===== src/rtl/eq_serial_ctrl.sv =====
// Bit-serial N-bit equality checker.
// One shared 1-bit eq cell walks the operands LSB first and stops on the first mismatch.
module eq_serial_ctrl #(
  parameter  int N = 8,
  localparam int W = $clog2(N)
) (
  input  logic         clk,
  input  logic         reset_n,
  input  logic         start,
  input  logic [N-1:0] a,
  input  logic [N-1:0] b,
  output logic         ready,
  output logic         done_tick,
  output logic         eq,
  output logic [W-1:0] diff_idx
);

  typedef enum logic [1:0] {
    IDLE,
    CMP,
    DONE
  } state_t;

  localparam logic [W-1:0] LAST = W'(N - 1);

  state_t       state;
  state_t       state_n;
  logic [N-1:0] a_reg;
  logic [N-1:0] b_reg;
  logic [W-1:0] cnt;
  logic         bit_eq;
  logic         last;

  function automatic logic eq_cell(
    input logic i0,
    input logic i1
  );
    return (~i0 & ~i1) | (i0 & i1);
  endfunction

  assign bit_eq = eq_cell(a_reg[0], b_reg[0]);
  assign last   = (cnt == LAST);

  always_comb begin
    state_n = state;
    unique case (state)
      IDLE: if (start) state_n = CMP;
      CMP:  if (!bit_eq || last) state_n = DONE;
      DONE: state_n = IDLE;
      default: state_n = IDLE;
    endcase
  end

  // ready/done_tick are registered from the next state so they are glitch-free.
  always_ff @(posedge clk or negedge reset_n) begin
    if (!reset_n) begin
      state     <= IDLE;
      ready     <= 1'b1;
      done_tick <= 1'b0;
    end else begin
      state     <= state_n;
      ready     <= (state_n == IDLE);
      done_tick <= (state_n == DONE);
    end
  end

  always_ff @(posedge clk or negedge reset_n) begin
    if (!reset_n) begin
      a_reg    <= '0;
      b_reg    <= '0;
      cnt      <= '0;
      eq       <= 1'b0;
      diff_idx <= '0;
    end else begin
      unique case (state)
        IDLE: begin
          if (start) begin
            a_reg    <= a;
            b_reg    <= b;
            cnt      <= '0;
            eq       <= 1'b0;
            diff_idx <= '0;
          end
        end
        CMP: begin
          if (!bit_eq) begin
            eq       <= 1'b0;
            diff_idx <= cnt;
          end else if (last) begin
            eq       <= 1'b1;
            diff_idx <= '0;
          end else begin
            a_reg <= a_reg >> 1;
            b_reg <= b_reg >> 1;
            cnt   <= cnt + W'(1);
          end
        end
        default: ;
      endcase
    end
  end

endmodule


===== config.mk =====
export PLATFORM = sky130hd
export DESIGN_NAME = eq_serial_ctrl
export DESIGN_NICKNAME = d
export VERILOG_FILES = /design/src/rtl/eq_serial_ctrl.sv
export SDC_FILE = /design/constraint.sdc
export NUM_CORES = 1
export LEC_CHECK = 0
export ABC_AREA = 1
export CORE_MARGIN = 1.5
export CORE_UTILIZATION = 45
export DETAILED_ROUTE_END_ITERATION = 7
export PLACE_DENSITY = 0.74
export SYNTH_ARGS = -nofsm -noshare
export SYNTH_HDL_FRONTEND = slang
export SYNTH_SLANG_ARGS = --single-unit

===== constraint.sdc =====
create_clock -name clk -period 1.75 [get_ports clk]
set_clock_uncertainty 0.15 [all_clocks]
set_input_delay 0.35 -clock clk [delete_from_list [all_inputs] [get_ports clk]]
set_output_delay 0.35 -clock clk [all_outputs]
set_load 0.01 [all_outputs]

==> metrics.csv, run 1 <==
stage,metric,value,unit
logic_synthesis,ys_seq_area_frac,0.5009,
floorplan,die_w,57.80,um
sta,fin_tns_setup,0,ns
critical_path,crit_path_end_kind,register,
logic_synthesis,synthesis.area,0.001351,mm2
critical_path,required,1.85,ns
cts,clkTransAtPathRegs,0.16,ns
sta,setup_viol,0,
critical_path,reg2reg_slack,0.1,ns
sta,tightest_slew,0.3635,ns
floorplan,rows,19,
logic_synthesis,synthCells,173,
sta,worst_slack,0.09895,ns
placement,io_buffers,24,
sta,slew_viol_final,0,
logic_synthesis,synth-main-ff-cell,dfrtp_1,
cts,clk_path_buf_depth,2,
power_and_ir_drop,ir_drop,0.7097,mV
route,routed_wl,2580,um
sta,fmax,0.6057,GHz
route,drtIter0Drc,39,
finish,layout-drive-gt1-share,0.1100,
logic_synthesis,syn-mean-instance-area,7.811,um2
worst_hold_path,hp-class,in -> async,
sta,rsz0062_at_grt,no,
critical_path,reg2reg_from,cnt[0],
critical_path,path_cells,"ha_1, ha_1, inv_1, nand3_4, buf_4, nand3_1, nand2_1",
finish,stdcell_count,231,
route,vias_per_cell,4.835,
placement,dpl.hpwl,1758,um
logic_synthesis,yosysMostFrequentCell,nand2_1,
cts,htreeDepth,1,
finish,nets,222,
logic_synthesis,yosysTopAreaCell,dfrtp_1,
logic_synthesis,synth_top_area_frac,0.4815,
floorplan,start_util,0.4817,
finish,diodes,0,
global_routing,grt_max_degree,28,
route,drc,4,
power_and_ir_drop,p_per_area,1661,mW/mm2
global_routing,grt_usage,0.1704,
cts,root_buffer,clkbuf_4,
route,wire_per_inst,11.17,um
global_routing,antenna_found_initial,0,
critical_path,cp_data_arrival_time,1.75,ns
placement,pre_cts_ws,0.02349,ns
sta,fin_crit,1.651,ns
finish,ff_latch_area,676.9,um2
critical_path,ff2ff_path_depth,7,
cts,cts_made_buffers,3,
critical_path,path_common_cell,ha_1,
logic_synthesis,synth_edf_count,0,
critical_path,startpoint_type,register,
cts,cts_tree,done,
placement,numPlacedInstances,224,
critical_path,crit_slowest_cell,dfrtp_1,
sta,min_period_over_period,0.9435,
finish,fill_cells,266,
critical_path,startpoint,cnt[0],
cts,clock-sinks,27,
cts,worstSkewPairLatency,0.34,ns
cts,ctsHoldBuffers,0,
global_routing,grt_pass1_vias,1049,
logic_synthesis,ys_warn_count,0,
outcome,status,finished with violations,
outcome,violations,design-rule violations,
logic_synthesis,synthTopCellsByArea,"dfrtp_1 48%, nand2_1 26%, nand3_1 7.0%",
floorplan,die_area,0.003341,mm2
logic_synthesis,async_reset_ff_frac,1.000,
flow_run,maxCapViolCount,0,
sta,maxSlewHeadroom,0.7573,
route,ant_nets,0,
floorplan,die_h,57.80,um
logic_synthesis,syn_nets,194,
power_and_ir_drop,p_leak,0.9419,nW
critical_path,slowest_delay,0.45,ns
global_routing,grt_pass1_wl,4409,um
global_routing,gr-total-overflow,0,
placement,gp_congestion,0.7851,
finish,multi_input_area,579.3,um2
logic_synthesis,synth-seq-cells,27,
route,dr.pass1.iters,6,
sta,hold_viol,0,
finish,area_growth,23.80,%
logic_synthesis,synth_cell_types,18,
floorplan,coreArea,0.002805,mm2
logic_synthesis,ys_top_cells_by_count,"95 x nand2_1, 26 x dfrtp_1, 19 x nand3_1, 7 x inv_1",
floorplan,io_pins,25,
critical_path,worst-path-max-fanout,11,
route,vias,1117,
critical_path,crit_type,reg -> reg,
==> metrics by stage <==
step | hold slack [ns] | power [mW] | utilization | area, um2
after global routing | 0.1908 | 3.044 | 0.5963 | 1673
after detailed placement | 0.3153 | 2.500 | 0.5789 | 1624
after floorplan | -0.09559 | 2.153 | - | 1351
final | 0.1948 | 2.779 | 0.5963 | 1673
after global placement | 0.3055 | 2.447 | 0.5789 | 1624
after CTS | 0.1933 | 2.803 | 0.5955 | 1670
==> layout make-up <==
cell class	count	share of cell area
Sequential cell	27	0.4046
Multi-Input combinational cell	129	0.3463
Timing Repair Buffer	31	0.1877
Tap cell	31	0.02319
Inverter	9	0.02019
Clock buffer	3	0.01346
Clock inverter	1	0.004488
==> placed cells by master, fill, tap and decap left out, types with 2 or more instances in the layout <==
cell type	netlist	final
nor2_1	4	4
dlygate4sd2_1	0	5
ha_1	2	2
clkdlybuf4s50_1	0	18
dfrtp_1	26	26
nand2_1	95	95
clkbuf_4	0	3
nand2_2	3	3
inv_1	7	7
buf_4	1	5
buf_12	0	2
inv_2	2	2
nand3_1	19	19
==> worst paths after layout <==
path,endpoint
setup / recovery,a_reg[0]
hold / removal,done_tick
setup reg to reg,a_reg[0]
hold reg to reg,diff_idx[1]
max in group asynchronous,ready
min in group clk,diff_idx[1]
==> routing by layer <==
metal  share of wire  global-route usage  up-vias  wire length (um)
met5               0                   0        -                 0
met1            0.48              0.2246      504              1242
li1                -                   -      583                 -
met4           0.019             0.06977        0                48
met3           0.047             0.02232        5               121
met2            0.45              0.2841       25              1167
==> critical path, delay by kind of cell (launching register included) <==
family        cells  cell delay [ns]
fa+ha+maj         2             0.39
buf+inv           2             0.33
simple gates      3             0.25
flops             1             0.45
==> report_power, final <==
group | total, mW | switching (mW) | internal [mW]
logic | 1.44 | 0.887 | 0.554
clock network | 0.288 | 0.200 | 0.0877
registers | 1.05 | 0.154 | 0.897
==> logic make-up after synthesis <==
kind of cell / Yosys count / synth area share
AND/OR/NAND/NOR: 125 / 0.4000
AO/OA/AOI/OAI: 2 / 0.01018
buffers and inverters: 17 / 0.07038
flip-flops: 27 / 0.5009
adder cells (fa/ha/maj): 2 / 0.01852
==> repair_timing <==
item	in CTS	in global routing
pin swaps	1	0
endpoints found under the setup margin	6	1
gates cloned	0	0
buffers inserted	3	0
gates resized for setup	5	1
No activity file was read; power rests on OpenSTA's default activity.
==> inputs of run 2 (changes only) <==
--- a/config.mk
+++ b/config.mk
@@ -10,6 +10,7 @@
 export CORE_UTILIZATION = 45
 export DETAILED_ROUTE_END_ITERATION = 7
 export PLACE_DENSITY = 0.74
+export REMOVE_ABC_BUFFERS = 1
 export SYNTH_ARGS = -nofsm -noshare
 export SYNTH_HDL_FRONTEND = slang
 export SYNTH_SLANG_ARGS = --single-unit
==> metrics.csv, run 2 (synthesis gave the netlist of run 1 again) <==
stage,metric,value,unit,change
flow_run,maxCapViolCount,0,,unchanged
critical_path,slowest_delay,0.53,ns,+0.08 ns
sta,rsz0062_at_grt,no,,
critical_path,reg2reg_from,cnt[0],,
sta,fin_crit,1.698,ns,+0.04684 ns
route,wire_per_inst,11.26,um,+0.83%
critical_path,cp-endpoint,done_tick,,
placement,io_buffers,24,,unchanged
sta,maxSlewHeadroom,0.7498,,-0.007531
route,vias,1139,,+2.0%
floorplan,die_h,57.80,um,unchanged
power_and_ir_drop,p_per_area,1668,mW/mm2,+0.41%
global_routing,grt_pass1_wl,4712,um,+6.9%
floorplan,coreArea,0.002805,mm2,unchanged
critical_path,cp_data_arrival_time,1.20,ns,-0.55 ns
route,routed_wl,2624,um,+1.7%
power_and_ir_drop,p_leak,0.9328,nW,-0.96%
finish,diodes,0,,unchanged
route,vias_per_cell,4.888,,+1.1%
global_routing,antenna_found_initial,0,,unchanged
global_routing,grt_max_degree,28,,unchanged
finish,layout-drive-gt1-share,0.1188,,+0.008812
critical_path,startpoint,done_tick,,
power_and_ir_drop,ir_drop,0.5891,mV,-17%
route,drc,2,,-2
critical_path,reg2reg_slack,0.09,ns,about the same
critical_path,cp_top_family,buffers and inverters,,
finish,nets,224,,+0.90%
critical_path,required,1.25,ns,-0.60 ns
cts,clkTransAtPathRegs,0.15,ns,about the same
route,ant_nets,0,,unchanged
floorplan,die_w,57.80,um,unchanged
finish,area_growth,24.44,%,
worst_hold_path,hp-class,in -> async,,
critical_path,crit_path_end_kind,primary output,,
cts,clk_path_buf_depth,2,,unchanged
cts,cts_tree,done,,
critical_path,crit_slowest_cell,clkdlybuf4s50_1,,
sta,slew_viol_final,0,,unchanged
cts,clock-sinks,27,,unchanged
global_routing,grt_pass1_vias,1127,,+7.4%
critical_path,startpoint_type,register,,
placement,gp_congestion,0.7464,,-4.9%
cts,htreeDepth,1,,unchanged
critical_path,path_cells,clkdlybuf4s50_1,,
power_and_ir_drop,finalPower,2.805,mW,+0.93%
placement,dpl.hpwl,1805,um,+2.7%
finish,final_cell_mix,"95 x nand2_1, 26 x dfrtp_1, 19 x nand3_1, 19 x clkdlybuf4s50_1, 8 x buf_4",,
sta,hold_viol,0,,unchanged
outcome,status,finished with violations,,
floorplan,start_util,0.4817,,unchanged
sta,setup_viol,0,,unchanged
floorplan,rows,19,,unchanged
floorplan,io_pins,25,,unchanged
critical_path,ff2ff_path_depth,7,,unchanged
critical_path,worst-path-max-fanout,1,,-10
finish,design_area,0.001682,mm2,+0.52%
critical_path,crit_buf_inv,1,,-1
critical_path,r2r_end,a_reg[4],,
global_routing,gr-total-overflow,0,,unchanged
sta,fmax,0.5890,GHz,-2.8%
sta,min_period_over_period,0.9702,,+0.02677
finish,stdcell_count,233,,+0.87%
outcome,violations,design-rule violations,,
sta,tightest_slew,0.3748,ns,+0.01128 ns
floorplan,die_area,0.003341,mm2,unchanged
route,dr.pass1.iters,6,,unchanged
finish,fill_cells,265,,-0.38%
sta,whs,0.2264,ns,+0.03161 ns
critical_path,crit_type,reg -> out,,
cts,cts_made_buffers,3,,unchanged
route,drtIter0Drc,43,,+10%
cts,root_buffer,clkbuf_4,,
placement,placed_area,0.001619,mm2,-0.31%
placement,numPlacedInstances,225,,+0.45%
finish,final_common_cell,nand2_1,,
critical_path,critical_path_cell_count,1,,-6
cts,worstSkewPairLatency,0.32,ns,-0.02 ns
sta,fin_tns_setup,0,ns,unchanged
global_routing,grt_usage,0.1762,,+0.005749
## run 2: changes by cell type in the layout (fill, tap and decap cells not counted)
| cell | change |
|---|---|
| nand2_8 | +1 |
| nand2_4 | -1 |
| clkdlybuf4s50_1 | +1 |
| buf_4 | +3 |
| dlymetal6s2s_1 | -1 |
| buf_12 | -1 |
## run 2: how the worst min path moves through the flow
stage	to	slack [ns]	depth (start not counted)
final	b_reg[0]	0.23	2
after global routing	eq	0.24	2
after CTS	a_reg[6]	0.22	2
after detailed placement	diff_idx[2]	0.32	2
after global placement	diff_idx[2]	0.30	2
after floorplan	a_reg[0]	-0.1	0
## run 2: what timing repair did
action	CTS	global route
buffers inserted	1	3
hold buffers	0	0
cloned	0	0
resized for setup	5	1
setup endpoints to repair	5	16
## run 2: through the flow
stage	setup WS [ns]	util
after floorplan	0.1657	-
after global placement	0.1109	0.5772
after detailed placement	0.08427	0.5772
after CTS	0.04395	0.5883
after global routing	0.0006442	0.5995
final	0.05211	0.5995
## run 2: cell type report
cell class	instances	area, um2	area share
repair buffers	33	314.1	0.1868
well taps	31	38.79	0.02307
flip-flops and latches	27	676.9	0.4025
clock buffers	3	22.52	0.01339
multi-input cells	129	588.1	0.3497
inverters	9	33.78	0.02009
clock inverters	1	7.507	0.004464
## run 2: power by group
part,leakage (nW),switching [mW],internal (mW)
clock network,0.0139,0.189,0.0873
logic,0.573,0.904,0.573
registers,0.346,0.153,0.897
## run 2: per-layer routing
metal | share of wire | up-vias | track usage
met2 | 0.52 | 29 | 0.3279
met4 | 0 | 0 | 0.02990
met3 | 0.048 | 0 | 0.02009
met1 | 0.43 | 522 | 0.2221
met5 | 0 | - | 0
li1 | - | 588 | -
==> inputs of run 3 (changes only) <==
--- a/config.mk
+++ b/config.mk
@@ -8,8 +8,9 @@
 export ABC_AREA = 1
 export CORE_MARGIN = 1.5
 export CORE_UTILIZATION = 45
+export CTS_CLUSTER_DIAMETER = 100
 export DETAILED_ROUTE_END_ITERATION = 7
-export PLACE_DENSITY = 0.74
+export PLACE_DENSITY = 0.71
 export REMOVE_ABC_BUFFERS = 1
 export SYNTH_ARGS = -nofsm -noshare
 export SYNTH_HDL_FRONTEND = slang
==> metrics.csv, run 3 (synthesis gave the netlist of run 1 again) <==
stage,metric,value,unit,change
outcome,status,finished with violations,,
outcome,violations,design-rule violations,,
finish,final_cell_mix,"95 x nand2_1, 26 x dfrtp_1, 19 x nand3_1",,
global_routing,grt_max_degree,28,,unchanged
critical_path,startpoint_type,register,,
floorplan,rows,19,,unchanged
sta,rsz0062_at_grt,no,,
cts,cts_tree,done,,
global_routing,grt_usage,0.1716,,-0.004629
cts,cts_made_buffers,3,,unchanged
critical_path,path_common_cell,ha_1,,
finish,fill_cells,269,,+1.5%
route,drc,4,,+2
finish,design_area,0.001648,mm2,-2.0%
finish,layout-drive-gt1-share,0.1150,,-0.003812
critical_path,worst-path-max-fanout,9,,+8
power_and_ir_drop,p_per_area,1656,mW/mm2,-0.73%
sta,slew_viol_final,0,,unchanged
critical_path,crit_path_end_kind,register,,
cts,clock-sinks,27,,unchanged
critical_path,cp_top_family,flip-flops,,
floorplan,die_h,57.80,um,unchanged
sta,tightest_slew,0.3687,ns,-0.006092 ns
finish,multi_input_area,579.3,um2,-1.5%
route,vias,1148,,+0.79%
floorplan,io_pins,25,,unchanged
critical_path,crit_type,reg -> reg,,
floorplan,die_w,57.80,um,unchanged
cts,htreeDepth,1,,unchanged
route,wire_per_inst,11.43,um,+1.5%
floorplan,die_area,0.003341,mm2,unchanged
finish,area_growth,21.94,%,
placement,io_buffers,24,,unchanged
finish,nets,222,,-0.89%
route,vias_per_cell,4.970,,+1.7%
worst_hold_path,hp-class,in -> async,,
sta,fin_tns_setup,0,ns,unchanged
finish,final_common_cell,nand2_1,,
critical_path,cp_data_arrival_time,1.73,ns,+0.53 ns
global_routing,gr-total-overflow,0,,unchanged
route,routed_wl,2641,um,+0.65%
floorplan,start_util,0.4817,,unchanged
finish,ff_latch_area,676.9,um2,unchanged
placement,placed_area,0.001607,mm2,-0.77%
route,ant_nets,0,,unchanged
critical_path,path_cells,"ha_1, ha_1, inv_2, nand3_4, buf_4, nand3_1, nand2_1",,
critical_path,required,1.83,ns,+0.58 ns
sta,hold_viol,0,,unchanged
critical_path,crit_buf_inv,2,,+1
sta,fmax,0.6080,GHz,+3.2%
placement,gp_congestion,0.7780,,+4.2%
cts,ctsHoldBuffers,0,,unchanged
flow_run,maxCapViolCount,0,,unchanged
finish,diodes,0,,unchanged
global_routing,antenna_found_initial,0,,unchanged
sta,maxSlewHeadroom,0.7539,,+0.004067
cts,root_buffer,clkbuf_4,,
global_routing,grt_pass1_wl,4519,um,-4.1%
global_routing,grt_pass1_vias,1119,,-0.71%
critical_path,slowest_delay,0.43,ns,-0.10 ns
cts,clk_path_buf_depth,2,,unchanged
route,drtIter0Drc,38,,-12%
cts,clkTransAtPathRegs,0.15,ns,about the same
sta,setup_viol,0,,unchanged
power_and_ir_drop,ir_drop,0.7703,mV,+31%
sta,min_period_over_period,0.9398,,-0.03039
power_and_ir_drop,p_leak,0.9328,nW,about the same
sta,fin_crit,1.645,ns,-0.05318 ns
cts,worstSkewPairLatency,0.32,ns,about the same
placement,dpl.hpwl,1858,um,+2.9%
critical_path,crit_slowest_cell,dfrtp_1,,
route,dr.pass1.iters,6,,unchanged
floorplan,coreArea,0.002805,mm2,unchanged
run 3: per-stage QoR:
| stage | hold WS, ns | worst slack (ns) | power (mW) | cells | utilization |
|---|---|---|---|---|---|
| finish | 0.2282 | 0.1053 | 2.728 | 231 | 0.5874 |
| global route | 0.2472 | 0.03170 | 2.980 | 231 | 0.5874 |
| CTS | 0.2297 | 0.03126 | 2.750 | 229 | 0.5812 |
| detailed placement | 0.3179 | 0.05622 | 2.504 | 225 | 0.5727 |
| global placement | 0.3065 | 0.1482 | 2.443 | 225 | 0.5727 |
| floorplan | -0.09559 | 0.1657 | 2.000 | 165 | - |
run 3: what timing repair did:
item | in CTS | in global routing
resized for setup | 5 | 2
setup endpoints to repair | 5 | 20
buffers inserted | 0 | 2
run 3: layout make-up:
class / count / share of cell area
flip-flops and latches: 27 / 0.4108
multi-input cells: 129 / 0.3516
repair buffers: 31 / 0.1754
well taps: 31 / 0.02354
inverters: 9 / 0.02050
clock buffers: 3 / 0.01367
clock inverters: 1 / 0.004556
run 3: path summary, 6_finish.rpt:
kind,slack [ns],startpoint,end,depth (start not counted)
setup / recovery,0.11,cnt[0],a_reg[7],7
hold / removal,0.23,reset_n,a_reg[1],2
setup reg to reg,0.11,cnt[0],a_reg[7],7
hold reg to reg,0.35,diff_idx[2],diff_idx[2],2
max in group asynchronous,0.92,reset_n,ready,2
min in group clk,0.35,diff_idx[2],diff_idx[2],2
run 3: routing by layer:
layer  track usage  vias to the layer above  wire length, um
li1              -                      584                -
met1        0.1979                      535             1157
met2        0.3279                       27             1351
met3       0.02009                        2              118
met4       0.05316                        0               13
met5             0                        -                0
run 3: power breakdown:
part	internal [mW]	switching (mW)
clock	0.0873	0.186
sequential	0.897	0.146
combinational	0.522	0.890
total	1.51	1.22
